$ cat src/rtl/kf6845_pkg.sv
// rtl/kf6845_pkg.sv - shared constants and types for the KF6845 stride address generator
// Build option: KF6845_LINE_COMPARE_EN (split-screen line compare; see top level).
package kf6845_pkg;

    // Legal range for the MA_WIDTH parameter.
    localparam int MA_WIDTH_MIN = 9;
    localparam int MA_WIDTH_MAX = 16;

    // Character-row counter width; also the width of line_compare.
    localparam int ROW_COUNT_WIDTH = 8;

    typedef enum logic {
        OFFSET_MODE_CAPTURE = 1'b0,
        OFFSET_MODE_STRIDE  = 1'b1
    } offset_mode_e;

endpackage

$ cat src/rtl/kf6845_stride_regs.sv
// rtl/kf6845_stride_regs.sv - start address, offset and line compare registers with write decode
// Ports:
//   clock, reset (async, active-high)
//   internal_data_bus           register write data
//   write_*_register            write strobes, sampled every clock
//   start_address               MA_WIDTH-bit start address
//   offset                      OFFSET_WIDTH-bit row offset (stride)
//   line_compare                8-bit split-screen row; constant 0 unless KF6845_LINE_COMPARE_EN
module kf6845_stride_regs #(
    parameter int MA_WIDTH     = 14,
    parameter int OFFSET_WIDTH = 8
) (
    input  logic                    clock,
    input  logic                    reset,
    input  logic [7:0]              internal_data_bus,
    input  logic                    write_start_address_h_register,
    input  logic                    write_start_address_l_register,
    input  logic                    write_offset_register,
    input  logic                    write_line_compare_register,
    output logic [MA_WIDTH-1:0]     start_address,
    output logic [OFFSET_WIDTH-1:0] offset,
    output logic [7:0]              line_compare
);
    import kf6845_pkg::*;

    // H and L writes are independent so a simultaneous write updates both halves.
    always_ff @(posedge clock or posedge reset) begin
        if (reset) begin
            start_address <= '0;
            offset        <= '0;
        end else begin
            if (write_start_address_h_register)
                start_address[MA_WIDTH-1:8] <= internal_data_bus[MA_WIDTH-9:0];
            if (write_start_address_l_register)
                start_address[7:0] <= internal_data_bus;
            // Size cast truncates a narrow offset and zero-fills a wide one.
            if (write_offset_register)
                offset <= OFFSET_WIDTH'(internal_data_bus);
        end
    end

`ifdef KF6845_LINE_COMPARE_EN
    always_ff @(posedge clock or posedge reset) begin
        if (reset)
            line_compare <= '0;
        else if (write_line_compare_register)
            line_compare <= internal_data_bus;
    end
`else
    logic unused_line_compare_write;
    assign unused_line_compare_write = write_line_compare_register;
    assign line_compare = '0;
`endif

endmodule

$ cat src/rtl/kf6845_stride_address_generator.sv
// rtl/kf6845_stride_address_generator.sv - CRTC character memory address (MA) generator with programmable stride
// Build option: KF6845_LINE_COMPARE_EN enables the split-screen line compare reset.
// Ports:
//   clock, reset (async, active-high)
//   video_clock_enable          character clock enable
//   internal_data_bus + write_* register file writes
//   offset_mode                 0 = capture row advance, 1 = programmable stride
//   Horizontal, Horizontal_End, Scanline_End, V_total   timing strobes (already enable-qualified)
//   MA                          current character address
//   row_start                   first character address of the current row
//   start_address               start address register readback
module kf6845_stride_address_generator #(
    parameter int MA_WIDTH     = 14,
    parameter int OFFSET_WIDTH = 8,
    parameter int OFFSET_SHIFT = 1
) (
    input  logic                clock,
    input  logic                reset,
    input  logic                video_clock_enable,
    input  logic [7:0]          internal_data_bus,
    input  logic                write_start_address_h_register,
    input  logic                write_start_address_l_register,
    input  logic                write_offset_register,
    input  logic                write_line_compare_register,
    input  logic                offset_mode,
    input  logic                Horizontal,
    input  logic                Horizontal_End,
    input  logic                Scanline_End,
    input  logic                V_total,
    output logic [MA_WIDTH-1:0] MA,
    output logic [MA_WIDTH-1:0] row_start,
    output logic [MA_WIDTH-1:0] start_address
);
    import kf6845_pkg::*;

    if (MA_WIDTH < MA_WIDTH_MIN || MA_WIDTH > MA_WIDTH_MAX) begin : g_bad_ma_width
        $error("MA_WIDTH must be within 9..16");
    end

    localparam int STRIDE_WIDTH = MA_WIDTH + OFFSET_WIDTH + OFFSET_SHIFT;
    localparam logic [ROW_COUNT_WIDTH:0] ROW_ONE = 1;

    logic [OFFSET_WIDTH-1:0]    offset;
    logic [7:0]                 line_compare;
    logic [MA_WIDTH-1:0]        capture;
    logic [MA_WIDTH-1:0]        stride;
    logic [MA_WIDTH-1:0]        next_row;
    logic [MA_WIDTH-1:0]        advance_row;
    logic [ROW_COUNT_WIDTH-1:0] row_count;

    kf6845_stride_regs #(
        .MA_WIDTH     (MA_WIDTH),
        .OFFSET_WIDTH (OFFSET_WIDTH)
    ) u_regs (
        .clock                          (clock),
        .reset                          (reset),
        .internal_data_bus              (internal_data_bus),
        .write_start_address_h_register (write_start_address_h_register),
        .write_start_address_l_register (write_start_address_l_register),
        .write_offset_register          (write_offset_register),
        .write_line_compare_register    (write_line_compare_register),
        .start_address                  (start_address),
        .offset                         (offset),
        .line_compare                   (line_compare)
    );

    // Shift in a wide intermediate, then keep the low MA_WIDTH bits: the row
    // advance is defined modulo 2^MA_WIDTH.
    assign stride = MA_WIDTH'(STRIDE_WIDTH'(offset) << OFFSET_SHIFT);

    always_comb begin
        next_row = capture;
        if (offset_mode_e'(offset_mode) == OFFSET_MODE_STRIDE)
            next_row = row_start + stride;
        advance_row = next_row;
`ifdef KF6845_LINE_COMPARE_EN
        // Compare against the post-increment row number; widened so a saturated
        // counter never aliases to 0.
        if (line_compare != 8'd0 &&
            {1'b0, line_compare} == ({1'b0, row_count} + ROW_ONE))
            advance_row = '0;
`endif
    end

`ifndef KF6845_LINE_COMPARE_EN
    logic unused_row_compare;
    assign unused_row_compare = ^{line_compare, row_count};
`endif

    // Capture always samples the pre-update MA, and the row advance reads the
    // pre-update capture, so same-cycle Horizontal_End and Scanline_End compose.
    always_ff @(posedge clock or posedge reset) begin
        if (reset) begin
            MA        <= '0;
            row_start <= '0;
            capture   <= '0;
            row_count <= '0;
        end else begin
            if (Horizontal_End)
                capture <= MA;

            if (V_total) begin
                row_start <= start_address;
                MA        <= start_address;
                row_count <= '0;
            end else if (Scanline_End) begin
                row_start <= advance_row;
                MA        <= advance_row;
                if (row_count != '1)
                    row_count <= row_count + 1'b1;
            end else if (Horizontal) begin
                MA <= row_start;
            end else if (video_clock_enable) begin
                MA <= MA + 1'b1;
            end
        end
    end

endmodule

$ cat config.mk
export PLATFORM = sky130hd
export DESIGN_NAME = kf6845_stride_address_generator
export DESIGN_NICKNAME = d
export VERILOG_FILES = /design/src/rtl/kf6845_pkg.sv /design/src/rtl/kf6845_stride_regs.sv /design/src/rtl/kf6845_stride_address_generator.sv
export SDC_FILE = /design/constraint.sdc
export NUM_CORES = 1
export LEC_CHECK = 0
export BUFFER_PORTS_ARGS = -buffer_cell sky130_fd_sc_hd__buf_2
export CAP_MARGIN = 20
export CORE_MARGIN = 10
export CORE_UTILIZATION = 60
export DETAILED_ROUTE_END_ITERATION = 7
export GPL_TIMING_DRIVEN = 0
export PLACE_DENSITY = 0.89
export SLEW_MARGIN = 20
export SYNTH_ARGS = -nofsm -noshare
export SYNTH_HDL_FRONTEND = slang
export SYNTH_HIERARCHICAL = 1
export SYNTH_SLANG_ARGS = --single-unit
export TNS_END_PERCENT = 5
$ cat constraint.sdc
create_clock -name clock -period 3.1 [get_ports clock]
set_clock_uncertainty 0.1 [all_clocks]
set_input_delay 0.155 -clock clock [delete_from_list [all_inputs] [get_ports clock]]
set_output_delay 0.155 -clock clock [all_outputs]
set_load 0.01 [all_outputs]
== Word-level counts from Yosys, hierarchy flattened ==
Index checks and enable logic that the tools add are counted.

* Add/subtract/negate cells: 2
* Reductions and logical operators: 2
* Multiplexer cells: 7

{| class="wikitable"
|+ Operator list
! operator !! number
|-
| two-way mux 14 bit || 7
|-
| adder 14 x 1 -> 14 bit, second input constant || 1
|-
| adder 14 x 9 -> 14 bit || 1
|-
| nonzero test 4 bit || 1
|-
| nonzero test 2 bit || 1
|}

* Bits in registers: 64

== Longest topological paths before layout ==
* Depth in word-level cells: 5
* Gate-level depth with buffers: 7
* Depth with buffers taken out: 7

== Modules after synthesis ==
The synthesis kept the hierarchy.

{| class="wikitable"
|+ Modules (own cells, without submodules)
! module !! area each (µm²) !! times used !! sequential area each (µm²) !! cells each
|-
| kf6845_stride_address_generator || 2851.5 || 1 || 1051.0 || 317
|-
| kf6845_stride_regs || 982.2 || 1 || 550.5 || 57
|}

== Worst setup path after synthesis ==
No wires, ideal clock.

* Kind: reg2reg
* From: register row_start[1]
* To: register MA[9]
* Path buffers: 0
* Data arrival time: 1.924 ns
* Required time: 2.860 ns
* Setup slack: 0.935 ns
* Clock period less this slack: 2.165 ns
* Stages on the path, launching flop included: 8
* Path through: dfrtp_1 -> ha_1 -> fa_1 -> a211oi_1 -> o31a_1 -> a21oi_1 -> mux2i_1 -> a41oi_1

* Word-level cells in the longest chain between the ends: 4

{| class="wikitable"
|+ RTL lines
! item !! RTL line !! RTL
|-
| from (decl) || kf6845_stride_address_generator.sv:31 || <nowiki>output logic [MA_WIDTH-1:0] row_start,</nowiki>
|-
| from (signal assigned) || kf6845_stride_address_generator.sv:103 || <nowiki>row_start <= start_address;</nowiki>
|-
| from (signal assigned) || kf6845_stride_address_generator.sv:107 || <nowiki>row_start <= advance_row;</nowiki>
|-
| adder 14 x 9 -> 14 bit || kf6845_stride_address_generator.sv:74 || <nowiki>next_row = row_start + stride;</nowiki>
|-
| two-way mux 14 bit || kf6845_stride_address_generator.sv:73 || <nowiki>if (offset_mode_e'(offset_mode) == OFFSET_MODE_STRIDE)</nowiki>
|-
| two-way mux 14 bit || kf6845_stride_address_generator.sv:106 || <nowiki>end else if (Scanline_End) begin</nowiki>
|-
| two-way mux 14 bit || kf6845_stride_address_generator.sv:102 || <nowiki>if (V_total) begin</nowiki>
|-
| to (signal assigned) || kf6845_stride_address_generator.sv:104 || <nowiki>MA <= start_address;</nowiki>
|-
| to (signal assigned) || kf6845_stride_address_generator.sv:108 || <nowiki>MA <= advance_row;</nowiki>
|-
| to (signal assigned) || kf6845_stride_address_generator.sv:112 || <nowiki>MA <= row_start;</nowiki>
|-
| to (decl) || kf6845_stride_address_generator.sv:30 || <nowiki>output logic [MA_WIDTH-1:0] MA,</nowiki>
|}

No other way between the ends.
A chain may end at the register's enable or synchronous reset.

== Worst setup path in the final report ==
* From: register u_regs.offset[0]
* To: register MA[9]

* Word-level cells in the longest chain between the ends: 4

{| class="wikitable"
|+ RTL lines
! item !! RTL line !! RTL
|-
| from (decl) || kf6845_stride_regs.sv:21 || <nowiki>output logic [OFFSET_WIDTH-1:0] offset,</nowiki>
|-
| from (signal assigned) || kf6845_stride_regs.sv:38 || <nowiki>offset <= OFFSET_WIDTH'(internal_data_bus);</nowiki>
|-
| adder 14 x 9 -> 14 bit || kf6845_stride_address_generator.sv:74 ||
|-
| two-way mux 14 bit || kf6845_stride_address_generator.sv:73 ||
|-
| two-way mux 14 bit || kf6845_stride_address_generator.sv:106 ||
|-
| two-way mux 14 bit || kf6845_stride_address_generator.sv:102 ||
|}

No other way between the ends.

==> key figures <==
Outcome
  • Status: completed

Critical path
  • Worst Setup Start Kind: flip-flop
  • Crit Path Max Fanout: 4
  • Worst Setup Path Type: reg -> reg
  • CP Capture Type: flip-flop
  • Worst Path Required: 3.21 ns
  • CP arrival: between 2 and 3 ns

Floorplan
  • Num rows: 28
  • Die Height: slightly below 100 microns
  • Initial cell density of the core: 62.6%
  • Io pins: between 60 and 70
  • Die area: about 10000 sq um
  • Horiz. Die Dim: between 90 and 100 microns
  • Core area: 6030 sq um

Synthesis
  • Syn nets: ~400
  • Warnings from Yosys: 6
  • Synthesized cell area: 3770 sq um
  • Syn Area/Cell: around 10 sq um
  • Syn Inst Count: between 300 and 400

Global route
  • Total GRT Usage: between 20% and 30%
  • Gr busiest metal: met2
  • Pin count of the biggest net entering global routing: 25
  • Vias in the first global route: 3364
  • GRT met3 Usage: about 6.6%
  • Initial antenna violation count: 1
  • First-pass GRT wire length: around 18000 microns
  • GR Layer Usage met1: 29.6%
  • Gr ovfl total: 0
  • Met2 Use GR: approximately a third

Drt
  • Vias: around 3400
  • First-pass iteration count of the detailed router: 5
  • Vias per cell: 6.52
  • Antenna viol nets, final: 0
  • WL final: about 12000 microns
  • Wire per inst: between 20 and 25 microns
  • 1st-iter DRT viols: between 400 and 500
  • DRC viols: 0

Placement
  • RD Place Congestion: between 0.9 and 1
  • Pre-CTS setup slack: between 0.6 and 0.7 ns
  • Port Buf Inserts: 54
  • Placed Instance Area: 4160 sq um
  • Dpl hpwl: around 8200 microns

STA
  • RSZ-0062 raised after global routing: no
  • FMAX: around 370 MHz
  • Final Worst Setup Slack: between 0.4 and 0.5 ns
  • Max-slew violation count: 0
  • Worst slew pin tran: 0.835 ns
  • Period minus WS final: 2.67 ns
  • Period utilization: about 86%
  • Slew headroom: around 44%
  • Hold Violations, Final: 0
  • Count of final setup violators: 0
  • TNS Setup: 0 ns

Clocking
  • Clock buffer count from CTS: 9
  • Max clock buf depth: 2
  • CTS H-tree depth: 3
  • Root Driver: clkbuf_8
  • CTS clk-pin slew, worst paths: 0.08 ns
  • CTS tree: yes
  • Sink Count: 64
  • Worst-Skew Late Latency: roughly 0.36 ns

Pwr
  • Peak supply drop: roughly 0.42 mV
  • Tot Pwr: ~2.6 mW
  • Static Leak: slightly above 2 nW
  • P per Cell Area: a little under 600 nW/um^2

Final layout
  • Layout cells sized above 1: just over 30%
  • Fin area: ~4400 sq um
  • NumNets Final: 471
  • # fillers: between 400 and 500
  • P&R area growth vs syn: 18.0%

Flow run
  • MaxCap Viol Count: 0

Min path
  • Hold WC Path Type: in -> reg
[path summary, 6_finish.rpt]
check | from | endpoint | slack (ns) | cells after the start
hold reg to reg | capture[0] | capture[0] | 0.41 | 1
max in group asynchronous | reset | u_regs/start_address[7] | 1.96 | 3
min in group asynchronous | reset | capture[2] | 0.25 | 3
hold / removal | write_offset_register | u_regs/offset[2] | 0.03 | 2
setup / recovery | u_regs/offset[0] | MA[9] | 0.43 | 7
setup reg to reg | u_regs/offset[0] | MA[9] | 0.43 | 7
[metal layers]
metal,part of all wire (%),routed length [microns]
met2,46,5350
met3,10,1220
met5,0,0
met4,3.8,447
met1,40,4650
[state kept, by name, summed over array words and instances (netlist names)]
register              count
MA                       14
capture                  14
row_start                14
u_regs/offset             8
u_regs/start_address     14
[timing repair]
item                                   CTS  global route
endpoints found under the hold margin   61             0
setup endpoints to repair                0             0
hold buffers                            10             0
buffers inserted                         0             0
resized for setup                        0             0
[layout make-up]
cell class / count / area (sq um) / share of cell area, %
multi-input cells: 273 / 2020 / 45.4
clock buffers: 12 / 155 / 3.49
inverters: 9 / 33.8 / 0.759
clock inverters: 4 / 28.8 / 0.647
repair buffers: 65 / 398 / 8.95
flip-flops and latches: 64 / 1600 / 36.0
diodes: 1 / 2.50 / 0.0563
plain buffers: 19 / 116 / 2.62
well taps: 75 / 93.8 / 2.11
[worst max-delay path, cell delays in order, from the launching register on]
cell      delay, ns
dfrtp_1        0.41
ha_1           0.27
fa_1           0.47
a211oi_1       0.38
o31a_1         0.34
a21oi_1        0.13
mux2i_1        0.27
a41oi_1        0.16
[report_power, final]
part / total [mW] / internal, mW / switching [mW]
Combinational: 0.793 / 0.356 / 0.437
Clock: 0.690 / 0.334 / 0.356
Sequential: 1.13 / 0.966 / 0.161
[through the flow]
step / hold WS (ns) / std cells / util (%)
2_1_floorplan: 0.0442 / 365 / -
3_3_place_gp: 0.238 / 494 / 68.6
3_5_place_dp: 0.0926 / 495 / 69.1
4_1_cts: 0.0237 / 521 / 73.8
5_1_grt: 0.0317 / 522 / 73.8
6_report: 0.0343 / 522 / 73.8
[cell usage in the layout (no fill, tap or decap), types with 7 or more instances in the layout]
master	count
mux2_4	22
mux2_2	15
ha_1	9
clkbuf_1	7
buf_2	60
inv_1	8
mux2i_1	9
nand3_1	13
o21ai_0	12
dlygate4sd3_1	10
xnor2_1	7
a31oi_1	10
nor2_1	33
o211ai_1	8
a21oi_1	18
clkbuf_8	11
a21o_1	9
dfrtp_1	64
nand2_1	30
No activity file was read; power rests on OpenSTA's default activity.
